**src/rtl/t2_pkg.sv**
```systemverilog
// Shared constants and types for the Task 2 binary-search block (loader and controller).
package t2_pkg;

    localparam int unsigned DATA_W = 8;
    localparam int unsigned ADDR_W = 5;
    localparam int unsigned DEPTH  = 32'(1) << ADDR_W;
    localparam int unsigned CNT_W  = ADDR_W + 1;

    typedef enum logic [1:0] {
        LD_IDLE = 2'd0,
        LD_LOAD = 2'd1,
        LD_LAST = 2'd2,
        LD_DONE = 2'd3
    } loader_state_t;

    // Registered RAM write port payload.
    typedef struct packed {
        logic              wren;
        logic [ADDR_W-1:0] addr;
        logic [DATA_W-1:0] wdata;
    } ram_wr_t;

    // True when the beat being accepted fills the final RAM word.
    function automatic logic is_last_beat(input logic [CNT_W-1:0] cnt);
        return cnt == CNT_W'(DEPTH - 1);
    endfunction

endpackage

```
**src/rtl/t2_order_check.sv**
```systemverilog
// Non-decreasing order checker: remembers the previous accepted byte and raises a sticky
// error flag when a later byte is smaller. Cleared at the start of each fill.
module t2_order_check
    import t2_pkg::*;
(
    input  logic              clk,
    input  logic              rst_n,
    input  logic              clear,
    input  logic              beat,
    input  logic              first,
    input  logic [DATA_W-1:0] data,
    output logic              sort_err
);

    logic [DATA_W-1:0] prev_q;
    logic              err_q;
    logic              err_set_c;

    // The first byte of a fill has no predecessor; equal bytes are legal.
    assign err_set_c = beat & ~first & (data < prev_q);

    always_ff @(posedge clk or negedge rst_n) begin
        if (!rst_n) begin
            prev_q <= '0;
            err_q  <= 1'b0;
        end else begin
            if (clear) begin
                err_q <= 1'b0;
            end else if (err_set_c) begin
                err_q <= 1'b1;
            end
            if (beat) begin
                prev_q <= data;
            end
        end
    end

    assign sort_err = err_q;

endmodule

```
**src/rtl/t2_ram_loader.sv**
```systemverilog
// Fills the 32x8 search RAM from a valid/ready byte stream, then hands the RAM address to the
// search datapath. Optional order checking is enabled with `define T2_LOADER_SORT_CHECK_EN.
module t2_ram_loader
    import t2_pkg::*;
(
    input  logic              clk,
    input  logic              reset,
    input  logic              start,
    input  logic              abort,
    input  logic [DATA_W-1:0] in_data,
    input  logic              in_valid,
    output logic              in_ready,
    input  logic [ADDR_W-1:0] search_addr,
    output logic [ADDR_W-1:0] ram_addr,
    output logic [DATA_W-1:0] ram_wdata,
    output logic              ram_wren,
    output logic [ADDR_W:0]   count,
    output logic              busy,
    output logic              load_done,
    output logic              sort_err,
    output logic              search_en
);

    loader_state_t    state_q;
    ram_wr_t          wr_q;
    logic [CNT_W-1:0] count_q;
    logic             busy_q;
    logic             done_q;
    logic             srch_en_q;

    logic             beat_c;
    logic             fill_start_c;

    // abort has priority over both a same-cycle beat and a same-cycle start.
    assign beat_c       = in_valid & (state_q == LD_LOAD) & ~abort;
    assign fill_start_c = start & ~abort & ((state_q == LD_IDLE) | (state_q == LD_DONE));

    always_ff @(posedge clk or negedge reset) begin
        if (!reset) begin
            state_q   <= LD_IDLE;
            wr_q      <= '0;
            count_q   <= '0;
            busy_q    <= 1'b0;
            done_q    <= 1'b0;
            srch_en_q <= 1'b0;
        end else begin
            wr_q.wren <= 1'b0;
            case (state_q)
                LD_IDLE: begin
                    if (fill_start_c) begin
                        state_q <= LD_LOAD;
                        count_q <= '0;
                        busy_q  <= 1'b1;
                    end
                end
                LD_LOAD: begin
                    if (abort) begin
                        state_q <= LD_IDLE;
                        busy_q  <= 1'b0;
                    end else if (beat_c) begin
                        wr_q.wren  <= 1'b1;
                        wr_q.addr  <= count_q[ADDR_W-1:0];
                        wr_q.wdata <= in_data;
                        count_q    <= count_q + CNT_W'(1);
                        if (is_last_beat(count_q)) begin
                            state_q <= LD_LAST;
                        end
                    end
                end
                LD_LAST: begin
                    // The final write is already on the port and lands at this edge.
                    busy_q <= 1'b0;
                    if (abort) begin
                        state_q <= LD_IDLE;
                    end else begin
                        state_q   <= LD_DONE;
                        done_q    <= 1'b1;
                        srch_en_q <= ~sort_err;
                    end
                end
                LD_DONE: begin
                    if (abort) begin
                        state_q   <= LD_IDLE;
                        done_q    <= 1'b0;
                        srch_en_q <= 1'b0;
                    end else if (fill_start_c) begin
                        state_q   <= LD_LOAD;
                        count_q   <= '0;
                        busy_q    <= 1'b1;
                        done_q    <= 1'b0;
                        srch_en_q <= 1'b0;
                    end
                end
                default: begin
                    state_q <= LD_IDLE;
                    busy_q  <= 1'b0;
                end
            endcase
        end
    end

`ifdef T2_LOADER_SORT_CHECK_EN
    logic first_c;

    assign first_c = (count_q == '0);

    t2_order_check u_order_check (
        .clk      (clk),
        .rst_n    (reset),
        .clear    (fill_start_c),
        .beat     (beat_c),
        .first    (first_c),
        .data     (in_data),
        .sort_err (sort_err)
    );
`else
    assign sort_err = 1'b0;
`endif

    // In DONE the search datapath owns the RAM address port.
    assign ram_addr  = (state_q == LD_DONE) ? search_addr : wr_q.addr;
    assign in_ready  = (state_q == LD_LOAD);
    assign ram_wdata = wr_q.wdata;
    assign ram_wren  = wr_q.wren;
    assign count     = count_q;
    assign busy      = busy_q;
    assign load_done = done_q;
    assign search_en = srch_en_q;

endmodule
```
**config.mk**
```make
export PLATFORM = sky130hd
export DESIGN_NAME = t2_ram_loader
export DESIGN_NICKNAME = d
export VERILOG_FILES = /design/src/rtl/t2_pkg.sv /design/src/rtl/t2_order_check.sv /design/src/rtl/t2_ram_loader.sv
export SDC_FILE = /design/constraint.sdc
export NUM_CORES = 1
export LEC_CHECK = 0
export CAP_MARGIN = 20
export CORE_ASPECT_RATIO = 0.9
export CORE_MARGIN = 5
export CORE_UTILIZATION = 41
export DETAILED_ROUTE_END_ITERATION = 7
export PLACE_DENSITY = 0.75
export RECOVER_POWER = 100
export SLEW_MARGIN = 0
export SYNTH_ARGS = -nofsm -noshare
export SYNTH_HDL_FRONTEND = slang
export SYNTH_SLANG_ARGS = --single-unit
```
**constraint.sdc**
```tcl
create_clock -name clk -period 1.61 [get_ports clk]
set_input_delay 0.322 -clock clk [delete_from_list [all_inputs] [get_ports clk]]
set_output_delay 0.322 -clock clk [all_outputs]
set_load 0.01 [all_outputs]
```
== Word-level counts from Yosys, hierarchy flattened ==
Cells that the tools add are included.

* Bits in latches: 0
* Logic and storage cells: 58
* Bits in read-only memories: 0
* Memory bits (writable): 0
* Output and inout bits: 25
* Input bits: 18
* Memories kept: 0
* Register bits: 24

* Multipliers: 0
* Eq/ne operators: 12
* Add/subtract/negate cells: 1
* Reductions and logical operators: 8
* Shift operators: 0
* Bitwise gates (word level): 6
* Order comparisons: 0
* Divide/modulo/power cells: 0
* Muxes and demuxes: 24

{| class="wikitable"
|+ Operators with widths
! cell !! number
|-
| two-way mux 14 bit || 3
|-
| two-way mux 6 bit || 4
|-
| case mux 6 bit (3 select lines) || 1
|-
| two-way mux 2 bit || 6
|-
| inequality test 2 bit, second input constant || 4
|-
| case mux 2 bit (4 select lines) || 1
|-
| adder 6 x 1 -> 6 bit, second input constant || 1
|-
| == test 6 x 5 -> 1 bit, second input constant || 1
|-
| two-way mux 1 bit || 6
|-
| inequality test 3 x 2 -> 1 bit, second input constant || 2
|-
| AND reduction 3 bit || 2
|-
| two-way mux 5 bit || 1
|-
| bitwise AND 1 bit || 4
|-
| == test 2 bit, second input constant || 2
|-
| case mux 1 bit (4 select lines) || 1
|-
| AND reduction 2 bit || 2
|-
| AND reduction 4 bit || 1
|-
| inequality test 3 bit, second input constant || 1
|-
| nonzero test 3 bit || 1
|-
| == test 2 x 1 -> 1 bit, second input constant || 1
|-
| logical NOT 2 bit || 1
|-
| inequality test 2 x 1 -> 1 bit, second input constant || 1
|-
| case mux 1 bit (2 select lines) || 1
|-
| nonzero test 2 bit || 1
|-
| 2 further kinds || 2
|}

== Logic depth before layout (Yosys ltp) ==
* Word-level depth: 6
* Mapped depth: 6
* Mapped depth without buffers: 6

== Least setup slack after synthesis ==
No wires, ideal clock.

* Kind: reg-to-reg
* From: register state_q[1]
* To: register count_q[0], in the netlist count[0]
* Library setup time: 0.130 ns
* Buffers on the path: 0
* Stages on the path, launching flop included: 7
* Arrival: 1.539 ns
* Path slack: -0.060 ns
* Period minus slack after synthesis: 1.670 ns
* Data required time: 1.480 ns
* Cells stage by stage: dfrtp_1 -> inv_1 -> ha_1 -> or3b_4 -> a21boi_4 -> nand2b_1 -> o31ai_1

* Elaborated cells on any way between the ends: 15
* Those cells by class: eq/ne: 5; mux: 3; bitwise: 4; reduce/logical: 3

{| class="wikitable"
|+ RTL lines
! element !! RTL line !! source
|-
| from (decl) || t2_ram_loader.sv:24 || <nowiki>loader_state_t state_q;</nowiki>
|-
| from (signal assigned) || t2_ram_loader.sv:40 || <nowiki>state_q <= LD_IDLE;</nowiki>
|-
| from (signal assigned) || t2_ram_loader.sv:51 || <nowiki>state_q <= LD_LOAD;</nowiki>
|-
| from (signal assigned) || t2_ram_loader.sv:58 || <nowiki>state_q <= LD_IDLE;</nowiki>
|-
| == test 2 x 1 -> 1 bit * || n/a ||
|-
| net in_ready || t2_ram_loader.sv:12 || <nowiki>output logic in_ready,</nowiki>
|-
| bitwise AND 1 bit (2 in a row) || t2_ram_loader.sv:35 || <nowiki>assign beat_c = in_valid & (state_q == LD_LOAD) & ~abort;</nowiki>
|-
| inequality test 2 x 1 -> 1 bit (no line) || n/a ||
|-
| AND reduction 4 bit (no line) || n/a ||
|-
| to (signal assigned) || t2_ram_loader.sv:64 || <nowiki>count_q <= count_q + CNT_W'(1);</nowiki>
|-
| to (decl) || t2_ram_loader.sv:26 || <nowiki>logic [CNT_W-1:0] count_q;</nowiki>
|}

The timed path passes the listed nets; every way through them passes the cells marked *. The select of a mux whose other input is x is not followed.
A chain may end at the register's enable or synchronous reset.

== Worst setup path after layout ==
* From: register state_q[0]
* To: output ram_addr[2]

* Longest elaborated chain between the ends: 2

{| class="wikitable"
|+ Ends and longest elaborated chain
! element !! RTL line !! source
|-
| == test 2 bit || t2_ram_loader.sv:121 || <nowiki>assign ram_addr = (state_q == LD_DONE) ? search_addr : wr_q.addr;</nowiki>
|-
| two-way mux 5 bit || t2_ram_loader.sv:121 ||
|-
| to (decl) || t2_ram_loader.sv:14 || <nowiki>output logic [ADDR_W-1:0] ram_addr,</nowiki>
|}

No other way between the ends.

==> impl_results.md <==
* Outcome: finished, violations left
* Failing checks: setup timing
* Cts hold-fix bufs at 0
* CP Launch Type: flip-flop
* CP max stage cell: dfrtp_1
* Largest net degree at the start of global routing at 25
* Horiz. Die Dim at 70.01 um
* Antenna Nets Post-Route at 0
* Tcrit/Tclk final at 113.4%
* Synth warnings at 0
* Mapped Nets at 168
* Crit path DAT at 1.50 ns
* CP peak stage delay at 0.44 ns
* H-tree depth at 1
* Fraction of post-synthesis cell area in the top cell type by area at 45.20%
* Commonest non-fill, non-tap cell in the layout: nand2_1
* Clock tree buffer depth at 2
* Synthesized flop and latch total at 24
* Final slew viol count at 0
* Total GRT Usage at 16.70%
* Final wirelength at 3622 um
* RSZ-0062 raised after global routing: yes
* Dpl cells at 229
* PnR worst setup slack at -0.2164 ns
* Register area at 603.1 um^2
* Sum of net half-perimeters after detailed placement at 2534 um
* Starting Density at 43.00%
* # diodes at 0
* Via count at 1232
* Multi-input logic area at 700.7 um^2
* Sw frac at 34.53%
* Endpoints failing hold at 0
* Die Y-Extent at 64.01 um
* Pleak at 0.9552 nW
* Antenna violations before repair at 0
* Rows at 19
* Worst-path cell chain: ha_4, buf_6, mux2_4, buf_6
* Core box area at 3090 um^2
* Clock network fraction of total power at 16.3%
* DRT iter0 DRCs at 70
* Grt total ovfl at 0
* Die ar. at 4481 um^2
* Part of the power in registers at 33.9%
* Clock transition at path regs at 0.14 ns
* Rel. slew slack at 60.58%
* Final setup violation count at 12
* Synthesized instance count at 144
* Post-layout minimum cycle time at 1.826 ns
* Global-route wire length before repair at 5968 um
* Peak VDD IR at 0.0007223 V
* Ports at 43
* GP Congestion at 0.8079
* Pint at 1.791 mW
* Most used cell, CP: buf_6
* Most frequent cells in the layout: nand2_1, dfrtp_1, buf_4
* Overall power at 2.735 mW
* Sw Pwr at 0.9446 mW
* Highest Clock Rate at 547.5 MHz
* Worst Path Max Fanout at 5
* NumNets Final at 223
* Hold Slack at 0.4889 ns
* Type of the worst setup path: flip-flop to primary output
* CP Capture Type: primary output
* DRC viols at 0
* # clock sinks at 24
* R2r setup slk at -0.20 ns
* Pwr dens at 1354 nW/um^2
* Avg Vias per Cell at 5.133
* Maxcap violations at 0
* Setup_tns at -1.618 ns
* Clock skew at 0.001639 ns
* CTS buffer count at 3
* Reg2reg start: state_q[1]
* Register area share after synthesis at 45.20%
* Hold wc startpoint: ram_wdata[1]
* Fillers at 237
* HP Class: flip-flop to flip-flop
* Post-DP Area at 1846 um^2
* Vias in the first global route at 1233
* Skew-Pair Late Insertion Delay at 0.32 ns
* Port bufs at 41
* Netlist Area Pre-Place at 1329 um^2
* Top cells by area, synth: dfrtp_1, nand2_1, mux2_2
* Final instance area at 2019 um^2
* Setup crit start: state_q[0]
* Synth cell types at 30
* Layout cells sized above 1 at 29.80%
* Yosys top cell by area: dfrtp_1
* Area Overhead vs Synth at 51.98%
* Drt wl/cell at 15.09 um
* CTS root buffer: clkbuf_4
* Mean Syn Cell Area at 9.228 um^2
* Least-Margin Pin Slew at 0.5913 ns
* WP data required at 1.29 ns
* Pre-antenna DRT Iters at 4
* Power share of the combinational group at 49.7%
* Non-Filler Instances at 240
* CTS tree: built
-- flip-flops by register name, summed over array words and instances, names as in the netlist --
name / count
search_en: 1
ram_wdata: 8
busy: 1
state_q: 2
wr_q: 5
ram_wren: 1
count: 6
-- metal layers --
| metal | track usage, % | share of wire (%) |
|---|---|---|
| met1 | 19.92 | 39 |
| met3 | 2.351 | 4.6 |
| met5 | 0 | 0 |
| met4 | 8.612 | 3.4 |
| met2 | 29.36 | 53 |
-- timing repair --
action	in CTS	in global routing
gates resized for setup	43	23
setup endpoints to repair	23	44
setup buffers	6	1
gates cloned	0	0
pin swaps	1	3
-- logic make-up (layout without fill, tap and decap cells) --
group	count (synthesis)	count (layout)	share of synthesized area, %
and+or+nand+nor	59	59	19.87
AOI/OAI and AO/OA	24	24	12.05
DFF	24	24	45.20
buffers and inverters	20	74	8.568
muxes	10	10	8.381
adders and majority gates	6	6	5.650
other	1	1	0.2822
-- cell usage after synthesis (all sizes together) --
cell type and count:
conb 1, or3b 1, inv 5, o21ai 9
nand2b 3, a31oi 3, nand4b 1, nand2 37
buf 11, o31ai 2, mux2 9, dfrtp 24
nand3b 1, nor3 2, o211ai 2, nand3 4
o22ai 1, nor4b 1, nor2b 1, nor2 8
a21boi 1, a21oi 4, a21o 1, mux2i 1
ha 6, clkbuf 3, clkinv 1, o311ai 1
-- stage by stage --
stage / util [%] / setup WS, ns
2_1_floorplan: - / -0.001049
3_3_place_gp: 59.72 / -0.2202
3_5_place_dp: 59.72 / -0.2543
4_1_cts: 63.89 / -0.2225
5_1_grt: 65.34 / -0.2807
6_report: 65.34 / -0.2164
-- area by class of cell --
class	count	share of cell area (%)
flip-flops and latches	24	29.86
clock buffers	3	1.115
multi-input cells	100	34.70
inverters	6	1.239
clock inverters	1	1.487
repair buffers	64	29.00
well taps	42	2.602
-- worst paths after layout --
kind                                 to  cells after the start
setup / recovery            ram_addr[2]                      4
hold / removal             ram_wdata[1]                      2
setup reg to reg               count[0]                      7
hold reg to reg            ram_wdata[1]                      2
max in group asynchronous      count[4]                      2
min in group asynchronous          busy                      2
-- worst max-delay path, delay by kind of cell, from the launching register on --
family,cells,cell delay [ns]
multiplexers,1,0.29
flip-flops,1,0.44
adder cells (fa/ha/maj),1,0.21
buffers and inverters,2,0.24
-- power by group through the flow --
stage | Sequential (mW) | Clock (mW) | Combinational, mW
2_1_floorplan | 0.974 | 0 | 0.696
3_3_place_gp | 0.948 | 0 | 1.22
3_5_place_dp | 0.964 | 0 | 1.26
4_1_cts | 0.932 | 0.459 | 1.35
5_1_grt | 0.961 | 0.488 | 1.50
6_report | 0.929 | 0.447 | 1.36
Note: power is estimated with default switching activity, not from simulation.
